==> config.mk <==
export PLATFORM = sky130hd
export DESIGN_NAME = prog_loader
export DESIGN_NICKNAME = d
export VERILOG_FILES = /design/src/rtl/prog_loader.sv
export SDC_FILE = /design/constraint.sdc
export NUM_CORES = 1
export LEC_CHECK = 0
export BUFFER_PORTS_ARGS = -buffer_cell sky130_fd_sc_hd__buf_4
export CORE_MARGIN = 2
export CORE_UTILIZATION = 59
export CTS_CLUSTER_DIAMETER = 120
export DETAILED_ROUTE_END_ITERATION = 7
export PLACE_DENSITY = 0.87
export SLEW_MARGIN = 20
export SYNTH_ARGS = -nofsm -noshare
export SYNTH_HDL_FRONTEND = slang
export SYNTH_SLANG_ARGS = --single-unit
==> constraint.sdc <==
create_clock -name clk -period 2.9 [get_ports clk]
set_clock_uncertainty 0.15 [all_clocks]
set_input_delay 0.58 -clock clk [delete_from_list [all_inputs] [get_ports clk]]
set_output_delay 0.58 -clock clk [all_outputs]
set_load 0.02 [all_outputs]
==> src/rtl/prog_loader.sv <==
// Serial program loader: receives a counted, checksummed 18-bit word image
// over a byte stream, writes it to program memory and releases the CPU on success.
module prog_loader #(
  parameter int unsigned DEPTH   = 1024,
  parameter logic [15:0] TIMEOUT = 16'hFFFF
) (
  input  logic        clk,
  input  logic        reset_n,
  input  logic        start,
  input  logic [7:0]  rx_data,
  input  logic        rx_valid,
  output logic        rx_ready,
  output logic [9:0]  mem_addr,
  output logic [17:0] mem_wdata,
  output logic [3:0]  mem_we,
  output logic        cpu_reset,
  output logic        busy,
  output logic        done,
  output logic        error
);

  localparam int unsigned AW = 11;
  localparam int unsigned NW = 16;
  localparam int unsigned DW = 18;

  typedef enum logic [3:0] {
    IDLE, HDR_HI, HDR_LO, B0, B1, B2, WRITE, CHK, DONE, ERR
  } state_t;

  state_t          state, state_d;
  logic [AW-1:0]   addr, addr_d, addr_inc;
  logic [DW-1:0]   wdata, wdata_d;
  logic [NW-1:0]   nwords, nwords_d, hdr_n;
  logic [7:0]      csum, csum_d;
  logic [15:0]     to_cnt, to_d, to_inc;
  logic [1:0]      rst_sync;
  logic            run;
  logic            acc;

  // Reset assertion is immediate; release reaches the FSM two clocks later.
  always_ff @(posedge clk or negedge reset_n) begin
    if (!reset_n) rst_sync <= 2'b00;
    else          rst_sync <= {rst_sync[0], 1'b1};
  end
  assign run = rst_sync[1];

  function automatic logic is_recv(input state_t s);
    return (s == HDR_HI) || (s == HDR_LO) || (s == B0) ||
           (s == B1) || (s == B2) || (s == CHK);
  endfunction

  // rx_ready mirrors the current state, so it qualifies the handshake directly.
  assign acc      = rx_valid & rx_ready;
  assign hdr_n    = {nwords[15:8], rx_data};
  assign addr_inc = addr + AW'(1);
  assign to_inc   = to_cnt + 16'd1;

  always_comb begin
    state_d  = state;
    addr_d   = addr;
    wdata_d  = wdata;
    nwords_d = nwords;
    csum_d   = csum;
    to_d     = to_cnt;

    case (state)
      IDLE, DONE, ERR: begin
        if (start) begin
          state_d = HDR_HI;
          addr_d  = '0;
          csum_d  = '0;
          to_d    = '0;
        end
      end
      HDR_HI: if (acc) begin
        nwords_d = {rx_data, 8'h00};
        state_d  = HDR_LO;
      end
      HDR_LO: if (acc) begin
        nwords_d = hdr_n;
        if (32'(hdr_n) > DEPTH)  state_d = ERR;
        else if (hdr_n == '0)    state_d = CHK;
        else                     state_d = B0;
      end
      B0: if (acc) begin
        wdata_d = {rx_data[1:0], wdata[15:0]};
        state_d = B1;
      end
      B1: if (acc) begin
        wdata_d = {wdata[17:16], rx_data, wdata[7:0]};
        state_d = B2;
      end
      B2: if (acc) begin
        wdata_d = {wdata[17:8], rx_data};
        state_d = WRITE;
      end
      WRITE: begin
        addr_d  = addr_inc;
        state_d = (NW'(addr_inc) == nwords) ? CHK : B0;
      end
      CHK: if (acc) begin
        state_d = (rx_data == csum) ? DONE : ERR;
      end
      default: state_d = IDLE;
    endcase

    // Running checksum and inter-byte idle timer for every receive state.
    if (is_recv(state)) begin
      if (acc) begin
        if (state != CHK) csum_d = csum ^ rx_data;
        to_d = '0;
      end else begin
        to_d = to_inc;
        if (to_inc == TIMEOUT) state_d = ERR;
      end
    end

    if (!run) begin
      state_d  = IDLE;
      addr_d   = '0;
      wdata_d  = '0;
      nwords_d = '0;
      csum_d   = '0;
      to_d     = '0;
    end
  end

  // State, datapath and outputs; outputs are decoded from the next state.
  always_ff @(posedge clk or negedge reset_n) begin
    if (!reset_n) begin
      state     <= IDLE;
      addr      <= '0;
      wdata     <= '0;
      nwords    <= '0;
      csum      <= '0;
      to_cnt    <= '0;
      rx_ready  <= 1'b0;
      mem_we    <= 4'b0000;
      cpu_reset <= 1'b1;
      busy      <= 1'b0;
      done      <= 1'b0;
      error     <= 1'b0;
    end else begin
      state     <= state_d;
      addr      <= addr_d;
      wdata     <= wdata_d;
      nwords    <= nwords_d;
      csum      <= csum_d;
      to_cnt    <= to_d;
      rx_ready  <= is_recv(state_d);
      mem_we    <= (state_d == WRITE) ? 4'b1111 : 4'b0000;
      cpu_reset <= (state_d != DONE);
      busy      <= !((state_d == IDLE) || (state_d == DONE) || (state_d == ERR));
      done      <= (state_d == DONE);
      error     <= (state_d == ERR);
    end
  end

  assign mem_addr  = addr[9:0];
  assign mem_wdata = wdata;

endmodule

======== Word level (Yosys, flattened, before mapping) ========
Index checks and enable logic that the tools add are counted.
word-level totals
  register bits ........................... 84
  input bits .............................. 12
  output and inout bits ................... 37
  word-level logic and storage cells ...... 124
cells by class
  $add $sub $neg .......................... 2
  magnitude comparators ................... 1
  equal/unequal tests ..................... 39
  multiplexer cells ....................... 40
  bitwise gates (word level) .............. 2
  reduce and logical (&&, ||, !) cells .... 24
operator list
  operator                                                                           number
  16-bit 2-to-1 mux                                                                  8
  8-bit 2-to-1 mux                                                                   8
  18-bit one-hot mux with 3 select lines                                             1
  4-bit 2-to-1 mux                                                                   13
  18-bit 2-to-1 mux                                                                  2
  4-bit by 3-bit equality test with 1-bit output, second input constant              8
  16-bit one-hot mux with 2 select lines                                             1
  4-bit one-hot mux with 8 select lines                                              1
  11-bit 2-to-1 mux                                                                  2
  11-bit one-hot mux with 2 select lines                                             1
  16-bit by 1-bit adder with 16-bit output, second input constant                    1
  11-bit by 16-bit equality test with 1-bit output                                   1
  16-bit equality test, second input constant                                        1
  4-bit by 2-bit equality test with 1-bit output, second input constant              4
  4-bit equality test, second input constant                                         4
  16-bit by 11-bit greater-than comparator with 1-bit output, second input constant  1
  16-bit zero test                                                                   1
  1-bit logical OR                                                                   12
  4-bit AND reduction                                                                3
  11-bit by 1-bit adder with 11-bit output, second input constant                    1
  2-bit by 1-bit != test with 1-bit output, second input constant                    5
  3-bit by 1-bit != test with 1-bit output, second input constant                    3
  3-bit != test, second input constant                                               3
  4-bit by 1-bit equality test with 1-bit output, second input constant              2
  other kinds (14)                                                                   21

======== Logic depth before layout (Yosys ltp) ========
Gate-level depths: netlist of run 1.
  depth in word-level cells ............... 15
  gate-level depth with buffers ........... 9
  depth with buffers taken out ............ 8

======== Worst setup path before layout of run 1 ========
Ideal clock, no wire load.
  kind .................................... reg-to-reg
  from .................................... reg, netlist name to_cnt[5]
  to ...................................... reg wdata[0] (netlist: mem_wdata[0])
  library setup time ...................... 0.121 ns
  data arrival time ....................... 2.127 ns
  required time ........................... 2.629 ns
  path slack .............................. 0.502 ns
  stages on the path, launching flop included .. 9
  path buffers ............................ 1
  period minus slack after synthesis ...... 2.398 ns
  path through ............................ dfrtp_1 buf_2 nand2_1 or4_4 a2111oi_4 o21ai_2 o311ai_2 nor2_2 a22o_1
RTL lines
  element                 line  text
  end signal: assignment  146   wdata <= wdata_d;
  end: declaration        32    logic [DW-1:0] wdata, wdata_d;

==> results.toml, run 1 <==
[run_status]
status = "completed"

[worst_setup_path]
cp_top_family = "simple AND/OR/NAND/NOR gates"
path_max_fanout = 9
worstPathRequired_ps = 3000
slowest_delay_ps = 500
critPathKind = "reg -> reg"
cp-start-kind = "register"
arrival_ps = 2790
crit_path_cell_trace = "ha_1 -> nand4_1 -> nor4_1 -> xor2_1 -> o211ai_1 -> o311ai_2 -> nor2_2 -> a22o_1"
slowest_stage = "dfrtp_1"
end_kind = "register"
critPathBufInv = 0

[timing]
tns_ps = 0
rsz0062_at_grt = "false"
setup-violations-final = 0
hold_viol = 0
max_freq_ghz = 0.372
max_slew_margin_pct = 28.2
worst_pin_slew_ps = 1070
min_period_ps = 2690
period_share_pct = 92.8
final_max_slew_viol_count = 0

[cts]
clk_latency_ps = 360
h-tree-depth = 3
holdBufCountCts = 0
post_cts_resized = 0
clock_path_buffers = 2
cts.clk_slew.worst_paths_ps = 80
cts_buffers = 9
cts_setup_buffers = 0
cts_tree = "built"
cts_root_buf = "clkbuf_8"
cts_num_sinks = 81

[layout]
register_area_sq_um = 2030
final_area_sq_um = 5190
n_antenna_cell = 0
fillerInstances = 578
postLayoutCoreUtil_pct = 67.8
final_cells = 661
drive_gt1_share_pct = 15.7
synthToLayoutAreaGrowth_pct = 12.4
nets = 569
multi_input_area_sq_um = 2310

[synthesis]
syn_area_sq_um = 4620
synth_flop_cell = "dfrtp_1"
synth_xor_area_share_pct = 5.50
synth_seq_cells = 81
yosysWarnings = 0
synth_compound_area_share_pct = 19.4
ys_top_cells_by_count = "dfrtp_1, nand2_1, o21ai_0"
synth_cells = 525
synth-simple-area-share_pct = 22.5
synth_area_leader_cell = "dfrtp_1"
synth_top_family_by_area = "simple AND/OR/NAND/NOR gates"
synth_nets = 540
synth.mux.area_fraction_pct = 1.52
synth.yosys.seq_area_share_pct = 43.9
yosys.area_share.adder_pct = 0.813
synth_edf_count = 0
syn-mean-instance-area_sq_um = 8.79
yosysUniqueCellTypes = 64
synthTopCellsByArea = "dfrtp_1, o21ai_0, nand2_1"
yosysMostFrequentCell = "dfrtp_1"
async_flop_share_pct = 100
yosysTopAreaCellShare_pct = 43.4

[floorplan]
dieArea_sq_um = 8550
io_pins = 49
initial_utilization_pct = 60.4
rows = 32
die_h_microns = 92.5
die_w_microns = 92.5
core_area_sq_um = 7650

[routing]
drt_iter0_markers = 452
via_per_inst = 6.14
routed_wl_microns = 11200
antenna_left = 0
via_count = 4061
drc = 0
wire_per_inst_microns = 17.0
drt_first_pass_iters = 7

[placement]
hpwlAfterDp_microns = 7970
port_buffers = 48
gp_congestion = 0.890
numPlacedInstances = 645
dpl-instance-area_sq_um = 4980

[global_routing]
grt_max_degree = 55
grt.total_usage_pct = 27.9
grt_pass1_vias = 3836
grt_pass1_wl_microns = 18800
antenna_found_initial = 0
overflow = 0

[power_and_ir_drop]
p_leak_nw = 2.23
ir_drop_mv = 0.308
p_per_area_nw_per_um2 = 453

[min_path]
hold_path_class = "in -> async"

[job]
drv_cap = 0
[final cells by class]
| cell class | instances | area share [%] |
|---|---|---|
| well taps | 102 | 2.46 |
| clock inverters | 5 | 1.23 |
| repair buffers | 56 | 8.35 |
| flip-flops and latches | 81 | 39.1 |
| clock buffers | 11 | 2.73 |
| multi-input cells | 385 | 44.6 |
| inverters | 21 | 1.52 |
[power by group]
part,internal (mW),switching [mW]
logic,0.102,0.198
registers,1.16,0.0417
clock network,0.428,0.425
[flip-flops by register name, indices dropped and copies added, names as in the netlist]
name       flops
mem_wdata     18
nwords        16
to_cnt        16
addr          11
csum           8
state          4
rst_sync       2
busy           1
cpu_reset      1
done           1
error          1
mem_we         1
rx_ready       1
[worst reg2reg max path: stages (launching register included)]
cell and delay [ps]:
dfrtp_1 500, ha_1 230, nand4_1 240, nor4_1 390, xor2_1 250, o211ai_1 140
o311ai_2 260, nor2_2 140, a22o_1 280
[path summary, 6_finish.rpt]
| check | cells after the start | startpoint | to | slack, ps |
|---|---|---|---|---|
| setup / recovery | 8 | to_cnt[0] | mem_wdata[2] | 210 |
| hold / removal | 1 | reset_n | addr[6] | 110 |
| setup reg to reg | 8 | to_cnt[0] | mem_wdata[2] | 210 |
| hold reg to reg | 0 | rst_sync[0] | rst_sync[1] | 200 |
| max in group asynchronous | 2 | reset_n | mem_wdata[17] | 1880 |
| min in group clk | 0 | rst_sync[0] | rst_sync[1] | 200 |
[cells by family (layout without fill, tap and decap cells)]
kind of cell,Yosys count,count (layout)
simple gates,206,206
other cells,1,1
mux,7,7
flops,81,81
compound gates,139,139
buf+inv,59,93
fa+ha+maj,3,3
xor+xnor,29,29
[cell usage in the layout (no fill, tap or decap), types with 9 or more instances in the layout]
master,n
clkbuf_8,10
inv_1,21
o21ai_0,63
dfrtp_1,80
buf_4,55
xor2_1,13
nand2_1,71
nor3_1,9
and2_1,15
a22o_1,9
nand3_1,26
nor2_1,31
nor2b_1,11
a21oi_1,19
xnor2_1,16
[through the flow]
stage	setup WS, ps	hold WS, ps	total power, mW
6_report	210	111	2.35
5_1_grt	29.9	159	2.44
4_1_cts	248	129	2.35
3_5_place_dp	257	186	1.51
3_3_place_gp	326	183	1.50
2_1_floorplan	502	134	1.39
[metal layers]
metal	routed length [microns]	vias up	GRT usage (%)
met4	199	0	8.58
met1	4780	1961	37.8
met5	0	-	0
li1	-	1887	-
met3	705	23	5.13
met2	5530	190	45.9
Power figures use the tool's default switching activity.
==> run 2: changes to the inputs <==
Settings changed: CORE_UTILIZATION 59 to 50, PLACE_DENSITY 0.87 to 0.82.
==> run 2 against run 1 <==
Effect of this change:
- utilization is 11 points lower
- register-to-register slack better by 20 ps
- sequential cell count stayed put
- global-route usage is 4.4 points lower
- critical endpoint unchanged
- largest power group unchanged
- highest routed layer unchanged
==> results.toml, run 2 (synthesis results as in run 1) <==
[timing]
setup-violations-final = 0
worst_pin_slew_ps = 689
tns_ps = 0
final_max_slew_viol_count = 0
max_freq_ghz = 0.375
max_slew_margin_pct = 54.0
min_period_ps = 2670
hold_viol = 0
period_share_pct = 92.0
rsz0062_at_grt = "false"

[job]
drv_cap = 0

[worst_setup_path]
crit_path_cell_trace = "ha_1 -> nand4_1 -> nor4_1 -> xor2_1 -> o211ai_1 -> o311ai_2 -> nor2_2 -> a22o_1"
worstPathRequired_ps = 2990
slowest_stage = "dfrtp_1"
arrival_ps = 2760
cp_top_family = "simple AND/OR/NAND/NOR gates"
critPathKind = "reg -> reg"
reg2reg_slack_ps = 230
critPathBufInv = 0
slowest_delay_ps = 480
end_kind = "register"
path_max_fanout = 9
cp-start-kind = "register"

[global_routing]
grt_pass1_vias = 3838
antenna_found_initial = 0
overflow = 0
grt.total_usage_pct = 23.5
grt_max_degree = 46
grt_pass1_wl_microns = 18700

[floorplan]
rows = 35
io_pins = 49
die_h_microns = 100
die_w_microns = 100
initial_utilization_pct = 50.7
dieArea_sq_um = 10000
core_area_sq_um = 9110

[routing]
drt_iter0_markers = 406
wire_per_inst_microns = 16.5
via_per_inst = 5.95
drt_first_pass_iters = 5
antenna_left = 0
routed_wl_microns = 11100
via_count = 4001
drc = 0

[power_and_ir_drop]
combPwrFrac_pct = 13.3
p_total_mw = 2.35
switching_power_uw = 667
p_leak_nw = 2.24
swShare_pct = 28.4
p_per_area_nw_per_um2 = 451
ir_drop_mv = 0.289
p_seq_share_pct = 50.5
intPower_mw = 1.68
clockPowerShare_pct = 36.2

[cts]
cts_tree = "built"
cts_setup_buffers = 0
post_cts_resized = 0
cts.clk_slew.worst_paths_ps = 90
cts_root_buf = "clkbuf_8"
clock_path_buffers = 2
holdBufCountCts = 0
clk_latency_ps = 360
h-tree-depth = 3
cts_buffers = 9
cts_num_sinks = 81

[placement]
hpwlAfterDp_microns = 7930
port_buffers = 48
gp_congestion = 0.897

[layout]
largest_reg_flops = 18
final_common_cell = "dfrtp_1"
layout_common_cells = "dfrtp_1, nand2_1, o21ai_0, buf_4, nor2_1"
drive_gt1_share_pct = 16.4
n_antenna_cell = 0
register_area_sq_um = 2030
nets = 572
synthToLayoutAreaGrowth_pct = 13.1
fillerInstances = 782
multi_input_area_sq_um = 2320

[min_path]
hold_path_class = "in -> async"

[run_status]
status = "completed"
[run 2: cell count changes in the layout (fill, tap and decap cells not counted)]
cell        previous run  this run
buf_4                 55        58
clkbuf_1               1         0
clkinv_4               2         0
clkinvlp_4             1         2
inv_6                  1         2
nor2_1                31        30
nor2_2                 1         2
[run 2: area by class of cell]
type	instances	share of cell area (%)
clock buffers	10	2.64
clock inverters	5	1.20
inverters	21	1.51
multi-input cells	385	44.4
flip-flops and latches	81	38.9
well taps	111	2.66
repair buffers	59	8.73
[run 2: worst paths after layout]
| check | start | to | cells past startpoint |
|---|---|---|---|
| setup / recovery | to_cnt[0] | mem_wdata[2] | 8 |
| hold / removal | reset_n | addr[2] | 1 |
| setup reg to reg | to_cnt[0] | mem_wdata[2] | 8 |
| hold reg to reg | rst_sync[0] | rst_sync[1] | 0 |
| max in group asynchronous | reset_n | state[3] | 2 |
| min in group clk | rst_sync[0] | rst_sync[1] | 0 |
[run 2: power groups by stage]
| stage | Clock, mW | Sequential, mW | Combinational (mW) |
|---|---|---|---|
| 3_5_place_dp | 0 | 1.21 | 0.306 |
| 2_1_floorplan | 0 | 1.21 | 0.182 |
| 3_3_place_gp | 0 | 1.21 | 0.299 |
| 6_report | 0.850 | 1.19 | 0.313 |
| 4_1_cts | 0.866 | 1.19 | 0.308 |
| 5_1_grt | 0.914 | 1.19 | 0.348 |
[run 2: layer usage]
metal	global-route usage [%]	up-vias	wire, microns
li1	-	1892	-
met2	38.3	127	5510
met5	0	-	0
met4	6.53	0	106
met1	31.8	1971	4930
met3	5.43	11	573
[run 2: metrics by stage]
step           hold WS [ps]  utilization [%]  setup WS (ps)  area [sq um]  instances
2_1_floorplan           134                -            502          4620        525
3_3_place_gp            184             55.1            330          5020        657
3_5_place_dp            197             55.1            277          5020        657
4_1_cts                32.9             57.3            256          5220        672
5_1_grt                47.5             57.3           10.3          5220        672
6_report               24.5             57.3            232          5220        672
[run 2: worst reg2reg max path, stage by stage, from the launching register on]
cell      delay, ps
dfrtp_1         480
ha_1            210
nand4_1         260
nor4_1          420
xor2_1          250
o211ai_1        130
o311ai_2        250
nor2_2          140
a22o_1          270
==> run 3: changes to the inputs <==
Clock period 2.9 ns to 2.7 ns, I/O delays scaled along.
==> run 3 against run 2 <==
Effect of this change:
- hold slack improved by 180 ps
- via count increased by 1.2%
- die area is the same
- sequential share of layout area is 0.96 points lower
- critical path depth grew 1
- sequential cell count unchanged
- clock-buffer cell count is 1 higher
- sequential power increased by 7%
- design area rose by 2.7%
- register-to-register slack worse by 40 ps
- critical path type unchanged
- critical endpoint is now mem_wdata[4]
- largest cell class unchanged
- largest power group unchanged
==> results.toml, run 3 (synthesis results as in run 1) <==
[routing]
via_per_inst = 5.92
antenna_left = 0
via_count = 4048
drt_first_pass_iters = 5
drt_iter0_markers = 360
drc = 0
routed_wl_microns = 11700
wire_per_inst_microns = 17.1

[timing]
setup-violations-final = 0
max_freq_ghz = 0.399
final_max_slew_viol_count = 0
max_slew_margin_pct = 27.5
tns_ps = 0
worst_pin_slew_ps = 1080
min_period_ps = 2510
rsz0062_at_grt = "false"
hold_viol = 0
fin_ws_ps = 191
period_share_pct = 92.9

[worst_setup_path]
end_kind = "register"
cp_top_family = "compound AO/OA/AOI/OAI gates"
critPathBufInv = 1
slowest_delay_ps = 460
path_max_fanout = 9
cp-start-kind = "register"
crit_path_cell_trace = "ha_1 -> buf_4 -> nand2b_1 -> a22oi_1 -> o21a_1 -> o22ai_1 -> o311ai_4 -> nor2_4 -> a22o_1"
critPathKind = "reg -> reg"
arrival_ps = 2610
worstPathRequired_ps = 2800
slowest_stage = "dfrtp_2"

[floorplan]
initial_utilization_pct = 50.7
dieArea_sq_um = 10000
die_h_microns = 100
io_pins = 49
die_w_microns = 100
rows = 35
core_area_sq_um = 9110

[cts]
clk_latency_ps = 370
h-tree-depth = 3
cts_num_sinks = 81
cts.clk_slew.worst_paths_ps = 80
cts_tree = "built"
clock_path_buffers = 2
cts_root_buf = "clkbuf_8"
cts_buffers = 9

[layout]
final_cells = 684
n_antenna_cell = 0
postLayoutCoreUtil_pct = 58.9
layout_common_cells = "dfrtp_1, nand2_1, buf_4, o21ai_0, nor2_1"
largest_reg_flops = 18
synthToLayoutAreaGrowth_pct = 16.2
nets = 583
final_common_cell = "dfrtp_1"
drive_gt1_share_pct = 19.0

[power_and_ir_drop]
p_per_area_nw_per_um2 = 475
p_leak_nw = 2.32
ir_drop_mv = 0.369

[global_routing]
grt_pass1_vias = 3847
antenna_found_initial = 0
grt.total_usage_pct = 24.3
grt_pass1_wl_microns = 19200
grt_max_degree = 46
overflow = 0

[placement]
numPlacedInstances = 666
gp_congestion = 0.907
port_buffers = 48
hpwlAfterDp_microns = 8270
pre_cts_slack_ps = 54.8

[job]
drv_cap = 0

[run_status]
status = "completed"

[min_path]
hold_path_class = "reg -> reg"
==> run 3: changes by cell type in the layout (fill, tap and decap cells not counted), sizes merged <==
cell / change
clkinvlp: -2
inv: -2
buf: +10
dlygate4sd3: +1
clkinv: +4
clkbuf: +1
==> run 3: worst register-to-register path: stages (launching register included) <==
cell	delay (ps)
dfrtp_2	460
ha_1	230
buf_4	170
nand2b_1	140
a22oi_1	170
o21a_1	230
o22ai_1	140
o311ai_4	350
nor2_4	110
a22o_1	260
==> run 3: repair_timing <==
action / CTS / global route
gates resized for setup: 0 / 11
setup buffers: 0 / 1
hold endpoints to repair: 5 / 0
setup endpoints to repair: 0 / 10
hold buffers: 1 / 0
==> run 3: final timing paths <==
check | start | to | slack (ps) | cells past startpoint
min | rst_sync[0] | rst_sync[1] | 210 | 0
max reg2reg | to_cnt[0] | mem_wdata[4] | 190 | 9
min reg2reg | rst_sync[0] | rst_sync[1] | 210 | 0
min in group asynchronous | reset_n | nwords[2] | 520 | 2
max in group asynchronous | reset_n | to_cnt[11] | 1270 | 3
max | to_cnt[0] | mem_wdata[4] | 190 | 9
==> run 3: per-layer routing <==
metal | track usage (%) | wire, microns | part of all wire, %
met1 | 33.5 | 5150 | 44
met2 | 38.7 | 5670 | 49
met3 | 4.74 | 634 | 5.4
met4 | 8.22 | 205 | 1.8
met5 | 0 | 0 | 0
==> run 3: report_power, final <==
group	internal (mW)	switching, mW	total, mW
clock	0.459	0.460	0.919
sequential	1.24	0.0291	1.27
combinational	0.121	0.235	0.356
total	1.82	0.724	2.55
==> run 3: layout make-up <==
| type | instances | area (sq um) |
|---|---|---|
| Clock inverter | 5 | 65.1 |
| Multi-Input combinational cell | 385 | 2360 |
| Timing Repair Buffer | 70 | 541 |
| Fill cell | 786 | 3750 |
| Inverter | 21 | 78.8 |
| Tap cell | 111 | 139 |
| Sequential cell | 81 | 2030 |
| Clock buffer | 11 | 141 |
==> run 3: metrics by stage <==
step	hold slack [ps]	total power, mW	area, sq um
CTS	208	2.55	5300
floorplan	94.4	1.49	4620
global route	230	2.64	5360
finish	208	2.55	5360
detailed placement	189	1.64	5080
global placement	185	1.63	5080
